### config.mk
export PLATFORM = sky130hd
export DESIGN_NAME = bp_fe_pred_update_sched_flat
export DESIGN_NICKNAME = d
export VERILOG_FILES = /design/src/rtl/bp_fe_pred_update_sched_if.sv /design/src/rtl/bp_fe_pred_update_sched.sv /design/src/flat_wrapper.sv
export SDC_FILE = /design/constraint.sdc
export NUM_CORES = 1
export LEC_CHECK = 0
export ABC_CLOCK_PERIOD_IN_PS = 3000
export CAP_MARGIN = 20
export CORE_ASPECT_RATIO = 1.25
export CORE_MARGIN = 2
export CORE_UTILIZATION = 53
export CTS_BUF_LIST = sky130_fd_sc_hd__clkbuf_16
export DETAILED_ROUTE_END_ITERATION = 10
export GPL_ROUTABILITY_DRIVEN = 1
export MAX_ROUTING_LAYER = met4
export PLACE_DENSITY_LB_ADDON = 0.2
export SLEW_MARGIN = 20
export SYNTH_ARGS = -nofsm -noshare
export SYNTH_HDL_FRONTEND = slang
export SYNTH_SLANG_ARGS = --single-unit
### constraint.sdc
create_clock -name clk_i -period 3 [get_ports clk_i]
set_clock_uncertainty 0.1 [all_clocks]
set_input_delay 0.9 -clock clk_i [delete_from_list [all_inputs] [get_ports clk_i]]
set_output_delay 0.9 -clock clk_i [all_outputs]
set_load 0.03 [all_outputs]
### src/rtl/bp_fe_pred_update_sched_if.sv
// bp_fe_pred_update_sched_if: update-source and table-write bundle for the predictor update scheduler.
interface bp_fe_pred_update_sched_if #(
  parameter int idx_width_p  = 6,
  parameter int data_width_p = 8,
  parameter int fifo_els_p   = 4
);
  localparam int cw = $clog2(fifo_els_p + 1);
  logic                    init_done_o;
  logic                    redir_v_i;
  logic [idx_width_p-1:0]  redir_idx_i;
  logic [data_width_p-1:0] redir_data_i;
  logic                    redir_drop_o;
  logic                    att_v_i;
  logic                    att_ready_o;
  logic [idx_width_p-1:0]  att_idx_i;
  logic [data_width_p-1:0] att_data_i;
  logic                    flush_i;
  logic                    w_v_o;
  logic [idx_width_p-1:0]  w_idx_o;
  logic [data_width_p-1:0] w_data_o;
  logic                    w_clr_o;
  logic                    w_correct_o;
  logic                    w_yumi_i;
  logic [cw-1:0]           fifo_count_o;
  modport master (
    output redir_v_i, redir_idx_i, redir_data_i, att_v_i, att_idx_i, att_data_i, flush_i, w_yumi_i,
    input  init_done_o, redir_drop_o, att_ready_o, w_v_o, w_idx_o, w_data_o, w_clr_o, w_correct_o, fifo_count_o
  );
  modport slave (
    input  redir_v_i, redir_idx_i, redir_data_i, att_v_i, att_idx_i, att_data_i, flush_i, w_yumi_i,
    output init_done_o, redir_drop_o, att_ready_o, w_v_o, w_idx_o, w_data_o, w_clr_o, w_correct_o, fifo_count_o
  );
endinterface

### src/rtl/bp_fe_pred_update_sched.sv
// bp_fe_pred_update_sched: sweeps the predictor table clear, then arbitrates redirect and attaboy writes.
module bp_fe_pred_update_sched #(
  parameter int idx_width_p  = 6,
  parameter int data_width_p = 8,
  parameter int fifo_els_p   = 4,
  parameter logic [data_width_p-1:0] init_val_p = 8'h55
) (
  input logic clk_i,
  input logic reset_n_i,
  bp_fe_pred_update_sched_if.slave u
);
  localparam int cw = $clog2(fifo_els_p + 1);
  localparam int pw = $clog2(fifo_els_p);
  localparam logic [1:0] e_reset = 2'd0, e_init = 2'd1, e_run = 2'd2;
  logic [1:0]              state;
  logic [idx_width_p-1:0]  ctr, held_idx;
  logic [data_width_p-1:0] held_data;
  logic                    held_v, drop;
  logic [idx_width_p-1:0]  q_idx  [fifo_els_p];
  logic [data_width_p-1:0] q_data [fifo_els_p];
  logic [pw-1:0]           rd, wr;
  logic [cw-1:0]           count;
  logic run, init, fifo_v, yumi_held, yumi_fifo, cap, enq;
  always_comb begin
    run       = state == e_run;
    init      = state == e_init;
    fifo_v    = count != '0;
    yumi_held = u.w_yumi_i & run & held_v;
    yumi_fifo = u.w_yumi_i & run & ~held_v & fifo_v;
    cap       = run & u.redir_v_i & ~u.flush_i;
    enq       = u.att_v_i & u.att_ready_o & ~u.flush_i;
  end
  // Held redirect always wins over the attaboy queue head.
  assign u.att_ready_o  = run & (count < cw'(fifo_els_p));
  assign u.init_done_o  = run;
  assign u.redir_drop_o = drop;
  assign u.fifo_count_o = count;
  assign u.w_v_o        = init | (run & (held_v | fifo_v));
  assign u.w_clr_o      = init;
  assign u.w_correct_o  = run & ~held_v & fifo_v;
  assign u.w_idx_o      = init ? ctr : held_v ? held_idx : q_idx[rd];
  assign u.w_data_o     = init ? init_val_p : held_v ? held_data : q_data[rd];
  always_ff @(posedge clk_i) begin
    if (!reset_n_i) begin
      state  <= e_reset;
      ctr    <= '0;
      held_v <= 1'b0;
      drop   <= 1'b0;
      rd     <= '0;
      wr     <= '0;
      count  <= '0;
    end else begin
      state  <= (state == e_reset) ? e_init : (init & u.w_yumi_i & (ctr == '1)) ? e_run : state;
      if (init & u.w_yumi_i) ctr <= ctr + idx_width_p'(1);
      held_v <= cap | (held_v & ~yumi_held & ~u.flush_i);
      if (cap) begin
        held_idx  <= u.redir_idx_i;
        held_data <= u.redir_data_i;
      end
      drop <= cap & held_v & ~yumi_held;
      if (u.flush_i) begin
        rd    <= '0;
        wr    <= '0;
        count <= '0;
      end else begin
        if (enq) wr <= wr + pw'(1);
        if (yumi_fifo) rd <= rd + pw'(1);
        count <= count + cw'(enq) - cw'(yumi_fifo);
      end
    end
  end
  always_ff @(posedge clk_i) begin
    if (enq) begin
      q_idx[wr]  <= u.att_idx_i;
      q_data[wr] <= u.att_data_i;
    end
  end
endmodule

### src/flat_wrapper.sv
// flat-port wrapper written by rule: the top's interface ports become plain ports
module bp_fe_pred_update_sched_flat 
#(
  parameter int idx_width_p  = 6,
  parameter int data_width_p = 8,
  parameter int fifo_els_p   = 4,
  parameter logic [data_width_p-1:0] init_val_p = 8'h55
)
  (clk_i, reset_n_i, u_redir_v_i, u_redir_idx_i, u_redir_data_i, u_att_v_i, u_att_idx_i, u_att_data_i, u_flush_i, u_w_yumi_i, u_init_done_o, u_redir_drop_o, u_att_ready_o, u_w_v_o, u_w_idx_o, u_w_data_o, u_w_clr_o, u_w_correct_o, u_fifo_count_o);
  bp_fe_pred_update_sched_if #(.idx_width_p(idx_width_p), .data_width_p(data_width_p), .fifo_els_p(fifo_els_p)) u_i ();
  input logic clk_i;
  input logic reset_n_i;
  input wire logic [$bits(u_i.redir_v_i)-1:0] u_redir_v_i;
  input wire logic [$bits(u_i.redir_idx_i)-1:0] u_redir_idx_i;
  input wire logic [$bits(u_i.redir_data_i)-1:0] u_redir_data_i;
  input wire logic [$bits(u_i.att_v_i)-1:0] u_att_v_i;
  input wire logic [$bits(u_i.att_idx_i)-1:0] u_att_idx_i;
  input wire logic [$bits(u_i.att_data_i)-1:0] u_att_data_i;
  input wire logic [$bits(u_i.flush_i)-1:0] u_flush_i;
  input wire logic [$bits(u_i.w_yumi_i)-1:0] u_w_yumi_i;
  output wire logic [$bits(u_i.init_done_o)-1:0] u_init_done_o;
  output wire logic [$bits(u_i.redir_drop_o)-1:0] u_redir_drop_o;
  output wire logic [$bits(u_i.att_ready_o)-1:0] u_att_ready_o;
  output wire logic [$bits(u_i.w_v_o)-1:0] u_w_v_o;
  output wire logic [$bits(u_i.w_idx_o)-1:0] u_w_idx_o;
  output wire logic [$bits(u_i.w_data_o)-1:0] u_w_data_o;
  output wire logic [$bits(u_i.w_clr_o)-1:0] u_w_clr_o;
  output wire logic [$bits(u_i.w_correct_o)-1:0] u_w_correct_o;
  output wire logic [$bits(u_i.fifo_count_o)-1:0] u_fifo_count_o;
  assign u_i.redir_v_i = u_redir_v_i;
  assign u_i.redir_idx_i = u_redir_idx_i;
  assign u_i.redir_data_i = u_redir_data_i;
  assign u_i.att_v_i = u_att_v_i;
  assign u_i.att_idx_i = u_att_idx_i;
  assign u_i.att_data_i = u_att_data_i;
  assign u_i.flush_i = u_flush_i;
  assign u_i.w_yumi_i = u_w_yumi_i;
  assign u_init_done_o = u_i.init_done_o;
  assign u_redir_drop_o = u_i.redir_drop_o;
  assign u_att_ready_o = u_i.att_ready_o;
  assign u_w_v_o = u_i.w_v_o;
  assign u_w_idx_o = u_i.w_idx_o;
  assign u_w_data_o = u_i.w_data_o;
  assign u_w_clr_o = u_i.w_clr_o;
  assign u_w_correct_o = u_i.w_correct_o;
  assign u_fifo_count_o = u_i.fifo_count_o;
  bp_fe_pred_update_sched #(.idx_width_p(idx_width_p), .data_width_p(data_width_p), .fifo_els_p(fifo_els_p), .init_val_p(init_val_p)) u_core (.clk_i(clk_i), .reset_n_i(reset_n_i), .u(u_i));
endmodule
==> summary.txt <==
Critical path
  • Critical Path Sink Type: output port
  • CP max stage delay: 0.36 ns
  • Req. time, crit path: 2.00 ns
  • CP top delay family: compound AO/OA/AOI/OAI gates
  • Bufs and invs on worst path: 2
  • Crit Path Category: reg2out
  • Slowest-stage cell, CP: dfxtp_1
  • Worst Path Arrival: slightly below 2 ns
  • CP Max Fanout: 13
  • Crit-path cells: buf_12 > mux2_2 > a222oi_1 > a21oi_1 > clkdlybuf4s15_2
  • Reg2reg start: u_core.u.fifo_count_o[1]
  • Worst Setup Start Kind: flip-flop

Route
  • Initial drt markers: around 120
  • Final WL: between 7000 and 8000 microns
  • Detailed Routing Iterations Pass 1: 5
  • Routed via count: 2246
  • Residual DRC: 0
  • Post-route ant nets: 0
  • DR vias/cell: approximately 5.5
  • Wirelength per Cell: 17.8 microns

Timing
  • Min cycle time layout: ~3.0 ns
  • Final setup vio count: 0
  • Final hold violations: 0
  • Slew @ Worst Pin: 0.506 ns
  • RSZ-0062 raised after global routing: no
  • Normalized max-slew margin: 66.0%
  • Slew Limit Fails: 0
  • Fmax achieved: ~340 MHz
  • Worst hold slack: roughly 0.4 ns
  • Period Utilization, post-route: a little over nine tenths

Layout
  • Final Util: 72.3%
  • Post-route cell area: ~0.0047 sq mm
  • N_diodes: 0
  • Final net count: between 300 and 400
  • Layout cell share with drive strength beyond 1: about a quarter
  • Area Overhead vs Synth: 31.2%

Synthesis
  • Mapped Nets: approximately 280
  • Ys Warns: 0
  • Asr flop ratio synth: 0%
  • Synth cell count leaders: 70 x edfxtp_1, 19 x dfxtp_1, 17 x nor2_1, 14 x a21oi_1, 14 x nand2_1
  • Seq/Total Area, Yosys: around 70%
  • Post-Syn Area: about 0.0036 sq mm
  • Post-synth EDFFs: 70
  • Avg Inst Size Synth: between 15 and 20 sq um
  • Area contributors post-synth: edfxtp_1 58%, dfxtp_1 11%, mux4_2 5.0%
  • Top cell type's share of synthesized area: 58.1%
  • Post-synth top area cell: edfxtp_1
  • Yosys reg bits: between 80 and 90
  • Synth Flop Type: edfxtp_1
  • Post-synthesis instance total: about 240
  • Top-count cell post-synth: edfxtp_1
  • Post-synth cell types: 35

Placed design
  • Final HPWL DP: about 4900 microns
  • Placer congestion estimate: ~0.75
  • Area of placed instances: between 0.004 and 0.005 sq mm
  • Buffers on Ports: 56

Run
  • Max-cap violations: 0

Floorplan
  • Core area: 0.00657 sq mm
  • Die height: between 90 and 100 microns
  • Cell Rows: 33
  • Die area: 0.00751 sq mm
  • Starting Density: between 50% and 60%
  • Die Width: about 80 microns
  • IO Pins: between 50 and 60

Clock network
  • Clock Latency Late Sink: 0.34 ns
  • Htree depth: 3
  • CTS clk-pin slew, worst paths: approximately 0.06 ns
  • CTS sink cnt: 89
  • CTS Buf Count: 9
  • Hold buffers post-CTS: 0
  • CTS tree: yes
  • CTS max path bufs: 2
  • CTS root buffer: clkbuf_16

Global route
  • Overall Global Routing Usage: 21.6%
  • Largest net degree at the start of global routing: 19
  • Vias in the first global route: 2220
  • Global route total overflow: 0
  • First-pass GRT wire length: between 10000 and 15000 microns
  • Antenna violations before repair: 0

Outcome
  • Status: completed

Power and ir drop
  • IR Drop Worst-Case VDD: ~0.43 mV
  • Pwr dens: 550 mW/mm^2
  • P_leak: between 0.0015 and 0.002 uW
  • Final Power: 2610 uW

Min path
  • HP Class: reg2reg
  • Beginning of the worst hold path: u_core.ctr[1]
logic make-up (layout without fill, tap and decap cells):
kind of cell / after synthesis / count (layout) / synth area share, %
AO/OA/AOI/OAI: 31 / 31 / 5.85
adder cells (fa/ha/maj): 8 / 8 / 2.97
buffers and inverters: 21 / 106 / 2.32
multiplexers: 25 / 25 / 10.1
flip-flops: 89 / 89 / 68.6
XOR/XNOR: 5 / 5 / 1.21
AND/OR/NAND/NOR: 60 / 60 / 8.92
repair_timing:
item	in CTS	in global routing
endpoints found under the hold margin	0	0
endpoints found under the setup margin	14	10
pin swaps	2	2
resized for setup	42	20
setup buffers	0	0
flip-flops by register name (all words and copies together) (netlist names), 2 cells and up, named ones only:
name and cells:
u_core.rd 2, u_core.q_idx 24, u_core.q_data 32, u_core.u.fifo_count_o 3, u_core.held_data 8, u_core.wr 2, u_core.held_idx 6, u_core.ctr 6
u_core.state 2
worst register-to-register path, delay by kind of cell, from the launching register on:
kind | cells | cell delay (ns)
adders and majority gates | 3 | 0.86
and+or+nand+nor | 3 | 0.61
DFF | 1 | 0.35
xor gates and xnor gates | 2 | 0.31
buffers and inverters | 1 | 0.03
worst paths after layout:
kind / cells after the start / slack, ns / to
max: 5 / 0.05 / u_w_idx_o[0]
min: 2 / 0.40 / u_core.ctr[1]
max reg2reg: 9 / 0.64 / u_core.u.fifo_count_o[2]
min reg2reg: 2 / 0.40 / u_core.ctr[1]
routing by layer:
metal,vias up,global-route usage (%),part of all wire (%)
li1,1067,-,-
met1,1116,25.0,41
met2,54,37.4,53
met3,9,4.78,3.8
met4,0,7.89,1.5
met5,-,-,0
area by class of cell:
type	count	area [sq um]
well taps	87	109
clock inverters	7	90.1
inverters	12	45.0
multi-input cells	129	1050
clock buffers	9	225
flip-flops and latches	89	2480
repair buffers	78	743
fillers	432	1820
cells in the final DEF (no fill, tap or decap), drive strengths merged, types with 4 or more instances in the layout:
| master | n |
|---|---|
| edfxtp | 70 |
| clkdlybuf4s50 | 42 |
| buf | 32 |
| dfxtp | 19 |
| nor2 | 17 |
| inv | 17 |
| a21oi | 14 |
| nand2 | 14 |
| mux2 | 12 |
| clkbuf | 11 |
| mux4 | 8 |
| ha | 7 |
| a222oi | 6 |
| nor3 | 5 |
| mux2i | 5 |
| o2bb2ai | 4 |
| and2 | 4 |
| nand3 | 4 |
stage by stage:
step	setup TNS [ns]	std cells	setup slack, ns
2_1_floorplan	0	239	0.506
3_3_place_gp	0	395	0.0439
3_5_place_dp	-0.00188	395	-0.00188
4_1_cts	-0.128	411	-0.128
5_1_grt	0	411	0.00246
6_report	0	411	0.0467
power by group:
part	switching, uW	leakage (uW)	internal (uW)	total (uW)
logic	56.4	0.000714	59.1	115
clock network	493	0.000156	670	1160
registers	2.36	0.000782	1330	1330
No activity file was read; power rests on OpenSTA's default activity.
